### src/rtl/cp0_pkg.sv
// Shared definitions for coprocessor 0: register numbers, bit-field positions,
// exception codes and the packing helpers used to present SR and Cause.
package cp0_pkg;

  localparam logic [4:0] SR_NUM    = 5'd12;
  localparam logic [4:0] CAUSE_NUM = 5'd13;
  localparam logic [4:0] EPC_NUM   = 5'd14;
  localparam logic [4:0] PRID_NUM  = 5'd15;

  localparam int IM_HI      = 15;
  localparam int IM_LO      = 10;
  localparam int IP_HI      = 15;
  localparam int IP_LO      = 10;
  localparam int EXL_BIT    = 1;
  localparam int IE_BIT     = 0;
  localparam int BD_BIT     = 31;
  localparam int EXCCODE_HI = 6;
  localparam int EXCCODE_LO = 2;

  typedef enum logic [4:0] {
    EXC_INT  = 5'd0,
    EXC_ADEL = 5'd4,
    EXC_ADES = 5'd5,
    EXC_RI   = 5'd10,
    EXC_OV   = 5'd12
  } exc_code_e;

  function automatic logic [31:0] pack_sr(input logic [5:0] im, input logic exl,
                                          input logic ie);
    logic [31:0] w;
    w = '0;
    w[IM_HI:IM_LO] = im;
    w[EXL_BIT]     = exl;
    w[IE_BIT]      = ie;
    return w;
  endfunction

  function automatic logic [31:0] pack_cause(input logic bd, input logic [5:0] ip,
                                             input logic [4:0] exc_code);
    logic [31:0] w;
    w = '0;
    w[BD_BIT]                = bd;
    w[IP_HI:IP_LO]           = ip;
    w[EXCCODE_HI:EXCCODE_LO] = exc_code;
    return w;
  endfunction

  // A delay-slot instruction restarts at its branch, so EPC backs up one word.
  function automatic logic [31:0] epc_of(input logic [31:0] pc, input logic bd);
    logic [31:0] w_sel;
    w_sel = bd ? (pc - 32'd4) : pc;
    return {w_sel[31:2], 2'b00};
  endfunction

endpackage

### src/rtl/cp0.sv
// Coprocessor 0 in the MEM stage: SR/Cause/EPC/PRId, mtc0 writes, mfc0 reads
// and the combinational squash/redirect request for interrupts and exceptions.
module cp0 import cp0_pkg::*; #(
  parameter logic [31:0] PRID       = 32'h2023_0701,
  parameter logic [31:0] HANDLER_PC = 32'h0000_4180
) (
  input  logic        clk,
  input  logic        reset,
  input  logic [4:0]  A1,
  input  logic [4:0]  A2,
  input  logic [31:0] DIn,
  input  logic        we,
  input  logic [31:0] PC,
  input  logic        BDIn,
  input  logic [4:0]  ExcCodeIn,
  input  logic        EXLClr,
  input  logic [5:0]  HWInt,
  output logic [31:0] cp0Out,
  output logic [31:0] EPCOut,
  output logic        req
);

  logic [5:0]  r_im;
  logic        r_exl;
  logic        r_ie;
  logic        r_bd;
  logic [5:0]  r_ip;
  logic [4:0]  r_exccode;
  logic [31:0] r_epc;

  logic        w_int_req;
  logic        w_exc_req;
  logic        w_req;
  logic [31:0] w_sr;
  logic [31:0] w_cause;
  logic [31:0] w_read;

  // The handler address is consumed by fetch; the parameter lives here so it
  // travels with the rest of the exception configuration.
  logic [31:0] w_unused_handler;
  assign w_unused_handler = HANDLER_PC;

  // Interrupts sample the live lines, not the registered Cause.IP copy.
  assign w_int_req = (|(HWInt & r_im)) & r_ie & ~r_exl;
  assign w_exc_req = (ExcCodeIn != 5'd0) & ~r_exl;
  assign w_req     = w_int_req | w_exc_req;
  assign req       = w_req;

  assign w_sr    = pack_sr(r_im, r_exl, r_ie);
  assign w_cause = pack_cause(r_bd, r_ip, r_exccode);

  always_comb begin
    w_read = '0;
    case (A1)
      SR_NUM:    w_read = w_sr;
      CAUSE_NUM: w_read = w_cause;
      EPC_NUM:   w_read = r_epc;
      PRID_NUM:  w_read = PRID;
      default:   w_read = '0;
    endcase
  end

  assign cp0Out = w_read;
  assign EPCOut = r_epc;

  always_ff @(posedge clk) begin
    if (!reset) begin
      r_im      <= '0;
      r_exl     <= 1'b0;
      r_ie      <= 1'b0;
      r_bd      <= 1'b0;
      r_ip      <= '0;
      r_exccode <= '0;
      r_epc     <= '0;
    end else begin
      r_ip <= HWInt;
      if (w_req) begin
        // Taking the trap squashes the MEM instruction, including any mtc0/eret.
        r_exl     <= 1'b1;
        r_exccode <= w_int_req ? EXC_INT : ExcCodeIn;
        r_bd      <= BDIn;
        r_epc     <= epc_of(PC, BDIn);
      end else begin
        if (we && (A2 == SR_NUM)) begin
          r_im  <= DIn[IM_HI:IM_LO];
          r_exl <= DIn[EXL_BIT];
          r_ie  <= DIn[IE_BIT];
        end
        if (we && (A2 == EPC_NUM)) begin
          r_epc <= {DIn[31:2], 2'b00};
        end
        // Placed after the SR write so an eret beats a same-cycle mtc0 on EXL.
        if (EXLClr) begin
          r_exl <= 1'b0;
        end
      end
    end
  end

endmodule

### config.mk
export PLATFORM = sky130hd
export DESIGN_NAME = cp0
export DESIGN_NICKNAME = d
export VERILOG_FILES = /design/src/rtl/cp0_pkg.sv /design/src/rtl/cp0.sv
export SDC_FILE = /design/constraint.sdc
export NUM_CORES = 1
export LEC_CHECK = 0
export ABC_AREA = 1
export CORE_ASPECT_RATIO = 0.9
export CORE_MARGIN = 3
export CORE_UTILIZATION = 30
export DETAILED_ROUTE_END_ITERATION = 10
export GPL_ROUTABILITY_DRIVEN = 0
export PLACE_DENSITY = 0.7
export SYNTH_ARGS = -nofsm -noshare
export SYNTH_HDL_FRONTEND = slang
export SYNTH_SLANG_ARGS = --single-unit
### constraint.sdc
create_clock -name clk -period 2.3 [get_ports clk]
set_input_delay 0.46 -clock clk [delete_from_list [all_inputs] [get_ports clk]]
set_output_delay 0.46 -clock clk [all_outputs]
set_load 0.005 [all_outputs]
Word level (Yosys, flattened, before mapping)

Index checks and enable logic that the tools add are counted.

Bits in registers: 50
Input port bits: 90
Logic and storage cells: 36

Add/subtract/negate cells: 1
Reduce and logical (&&, ||, !) cells: 7
Multiplexer cells: 8
Bitwise logic cells: 7
Equal/unequal tests: 6

Operators with widths:

| cell                                                                  | count |
|---|---|
| 32-bit one-hot mux with 4 select lines                                | 1 |
| 32-bit 2-to-1 mux                                                     | 3 |
| 32-bit by 3-bit subtractor with 32-bit output (second input constant) | 1 |
| 5-bit by 4-bit == test with 1-bit output (second input constant)      | 6 |
| 6-bit bitwise AND                                                     | 1 |
| 6-bit OR reduction                                                    | 1 |
| 5-bit 2-to-1 mux                                                      | 1 |
| 5-bit nonzero test                                                    | 1 |
| 1-bit bitwise AND                                                     | 3 |
| 1-bit 2-to-1 mux                                                      | 3 |
| 3-bit nonzero test                                                    | 1 |
| 1-bit logical AND                                                     | 2 |
| 1-bit inverter                                                        | 2 |
| 2-bit AND reduction                                                   | 1 |
| 2-bit nonzero test                                                    | 1 |
| 1-bit bitwise OR                                                      | 1 |

Depth between registers and ports, before layout

Depth in word-level cells: 7
Gate-level depth with buffers: 12
Mapped depth without buffers: 12

Worst setup path after synthesis

No wires, ideal clock.

Path kind: input port to output port
Start point: input port A1[3]
End point: output port cp0Out[3]
Setup slack: 0.629 ns
Buffers on the path: 1
Stages: 6
Arrival time: 1.211 ns
Required time: 1.840 ns
Path through: nand2_1 -> nor2_1 -> nand2_1 -> inv_1 -> buf_2 -> a22o_1

Longest elaborated chain between the ends: 2

RTL lines:

| element                                  | RTL line  | RTL |
|---|---|---|
| start: declaration                       | cp0.sv:9  | `input logic [4:0] A1,` |
| 5-bit by 4-bit == test with 1-bit output | cp0.sv:54 | `case (A1)` |
| 32-bit one-hot mux with 4 select lines * | cp0.sv:54 |  |
| end: declaration                         | cp0.sv:18 | `output logic [31:0] cp0Out,` |

Every way passes the cells marked *; elsewhere a longest branch is shown, timed or not.

Worst setup path after layout

Start point: input port A1[3]
End point: output port cp0Out[17]

The elaborated chain is that of the path after synthesis.

==> summary.txt <==
Finish
  – Layout cells sized above 1: 8.48%
  – Non-Filler Instances: 895
  – Antenna Cells: 0
  – Multi-input logic area: 2130 µm²
  – Area Overhead vs Synth: 57.3%
  – Fill cell count: 1140
  – Fin nets: 833
  – Final instance area: 5460 µm²
  – Final Util: 49.4%
  – Reg area: 1000 µm²

Placement
  – Placed cells: 884
  – Number of port buffers: 150
  – Area after DPL: 5260 µm²
  – Detail Placement HPWL: 10500 µm

Die
  – Die ar.: 12900 µm²
  – Starting Density: 31.4%
  – Io pins: 155
  – Rows: 36
  – Die X-Extent: 119 µm
  – Die H: 108 µm
  – Core Area: 11000 µm²

Drt
  – # DRC: 0
  – Routed Antenna Nets: 0
  – Vias after detailed routing: 4251
  – Initial DRC count: 222
  – Wire per inst: 14.4 µm
  – Met2 routed WL: 5880 µm
  – WL final: 12900 µm
  – Met3 routed WL: 1010 µm
  – Met1 WL: 5860 µm
  – Initial DRT Pass Iterations: 5
  – Max layer used: met4
  – Vias per cell: 4.75

Timing
  – Clock period minus worst slack: 2250 ps
  – Final setup vio count: 0
  – Fmax: 445 MHz
  – Slew Limit Fails: 0
  – Final hold vios: 0
  – Setup Skew: 6.29 ps
  – Final clock period utilization by the worst path: 97.8%

Flow run
  – Max-Cap Viols: 0

Synth
  – Cell Area, Synth: 3470 µm²
  – Mean Syn Cell Area: 6.00 µm²
  – Post-Syn Instances: 578
  – Post-synthesis sequential area ratio: 28.9%
  – Ys flop type: dfxtp_1
  – Cell variety after synth: 37
  – Post-synth ARST share: 0%
  – Synth warn: 0
  – Synthesized flop and latch total: 50
  – Number of flops mapped to enable cells by yosys: 0

Pwr
  – Power Density: 432 nW/µm²
  – Max VDD drop: 265 µV
  – Pleak: 2.47 nW
  – Tot Pwr: 2.35 mW

Clock tree
  – Clock root cell: clkbuf_16
  – CTS sink cnt: 50
  – CTS tree: yes
  – Worst-path clk slew: 70 ps
  – Num CTS Buffers: 5
  – Clock Latency Late Sink: 290 ps
  – CTS Buffer Depth: 2
  – CTS H-Tree Depth: 2

Global route
  – GR Util All Layers: 19.2%
  – Number of global-route vias before repair: 4043
  – First-pass GRT wire length: 20100 µm
  – Initial antenna violation count: 0
  – Remaining Overflow, GRT: 0
  – Pin count of the biggest net entering global routing: 33

Critical path
  – Crit path kind: in2out
  – Crit end category: output pin
  – Critical Path Source Type: input port
  – Data required, critical path: 1840 ps
  – Critical Path AT: 1790 ps
  – Critical path peak fanout: 5

Outcome
  – Status: completed

Min path
  – Hold Path Class: reg2reg
routing by layer:
layer	GRT usage [%]	vias up
met3	3.24	19
li1	-	2140
met1	26.4	1915
met4	4.09	0
met5	0	-
met2	31.9	177
placed cells by master, fill, tap and decap left out, types with 3 or more instances in the layout:
| cell type | count |
|---|---|
| a21oi_1 | 31 |
| a22o_1 | 4 |
| a31oi_1 | 4 |
| buf_12 | 4 |
| buf_4 | 20 |
| buf_6 | 3 |
| clkbuf_16 | 5 |
| clkdlybuf4s50_1 | 120 |
| dfxtp_1 | 50 |
| dlygate4sd2_1 | 22 |
| dlymetal6s2s_1 | 6 |
| inv_1 | 60 |
| nand2_1 | 192 |
| nand2_2 | 5 |
| nand3_1 | 21 |
| nand4_1 | 9 |
| nor2_1 | 86 |
| nor2_2 | 7 |
| nor2_4 | 3 |
| o211ai_1 | 8 |
| o21ai_0 | 33 |
| o21bai_1 | 4 |
| xnor2_1 | 10 |
| xor2_1 | 7 |
repair_timing:
action | 4_1_cts | 5_1_grt
endpoints found under the setup margin | 32 | 9
pin swaps | 3 | 2
hold buffers | 0 | 0
hold endpoints to repair | 0 | 0
cloned | 0 | 0
setup buffers | 2 | 1
gates resized for setup | 45 | 8
layout make-up:
type / count / area share, %
clock buffer: 6 / 2.36
timing repair buffer: 177 / 32.1
sequential: 50 / 18.3
clock inverter: 2 / 0.252
inverter: 64 / 4.45
tap: 152 / 3.49
multi-input combinational: 444 / 39.1
synth_stat cells (all sizes together) (2+ instances only):
library cell | instances | area, µm²
nand2 | 198 | 764
nand4 | 9 | 56.3
o21bai | 4 | 30.0
dfxtp | 50 | 1000
and2 | 2 | 12.5
clkbuf | 6 | 22.5
a31oi | 4 | 25.0
o211ai | 8 | 60.1
a21oi | 33 | 173
a22o | 4 | 35.0
nor2 | 97 | 403
o21ai | 37 | 196
nand3 | 23 | 133
buf | 15 | 111
xor2 | 7 | 61.3
xnor2 | 10 | 87.6
inv | 63 | 239
nor3 | 3 | 20.0
metrics by stage:
step	TNS, ps	setup slack [ps]	hold slack, ps
after floorplan	0	629	439
after global placement	-9090	-548	459
after detailed placement	-9080	-505	456
after CTS	0	15.7	467
after global routing	-0.148	-0.148	484
final	0	50.5	470
worst paths after layout:
kind         slack (ps)    startpoint  depth (start not counted)           end
max                  50         A1[3]                          7    cp0Out[17]
min                 470  r_exccode[0]                          2  r_exccode[0]
max reg2reg         620       r_im[3]                         11  r_exccode[4]
min reg2reg         470  r_exccode[0]                          2  r_exccode[0]
cells by family after synthesis:
kind of cell,count (synthesis),synth area share (%)
AO/OA/AOI/OAI,91,15.2
other,1,0.108
buffers and inverters,85,10.9
AND/OR/NAND/NOR,332,40.0
flip-flops,50,28.9
adder cells (fa/ha/maj),1,0.361
multiplexers,1,0.289
XOR/XNOR,17,4.29
critical path, stage by stage:
cell	delay, ps
dlygate4sd2_1	210
nand2_2	60
nor2_2	140
nand2_2	180
buf_4	190
nand2_1	50
clkdlybuf4s50_1	490
where the power goes:
part           internal, mW  switching (mW)  leakage, nW
combinational         0.341           0.306         1.98
sequential            0.931          0.0493        0.414
clock                 0.404           0.323       0.0708
state kept, by name, indices dropped and copies added, names as in the netlist:
register and count:
r_ie 1, r_bd 1, r_ip 6, r_exl 1, r_exccode 5, EPCOut 30, r_im 6
No activity file was read; power rests on OpenSTA's default activity.
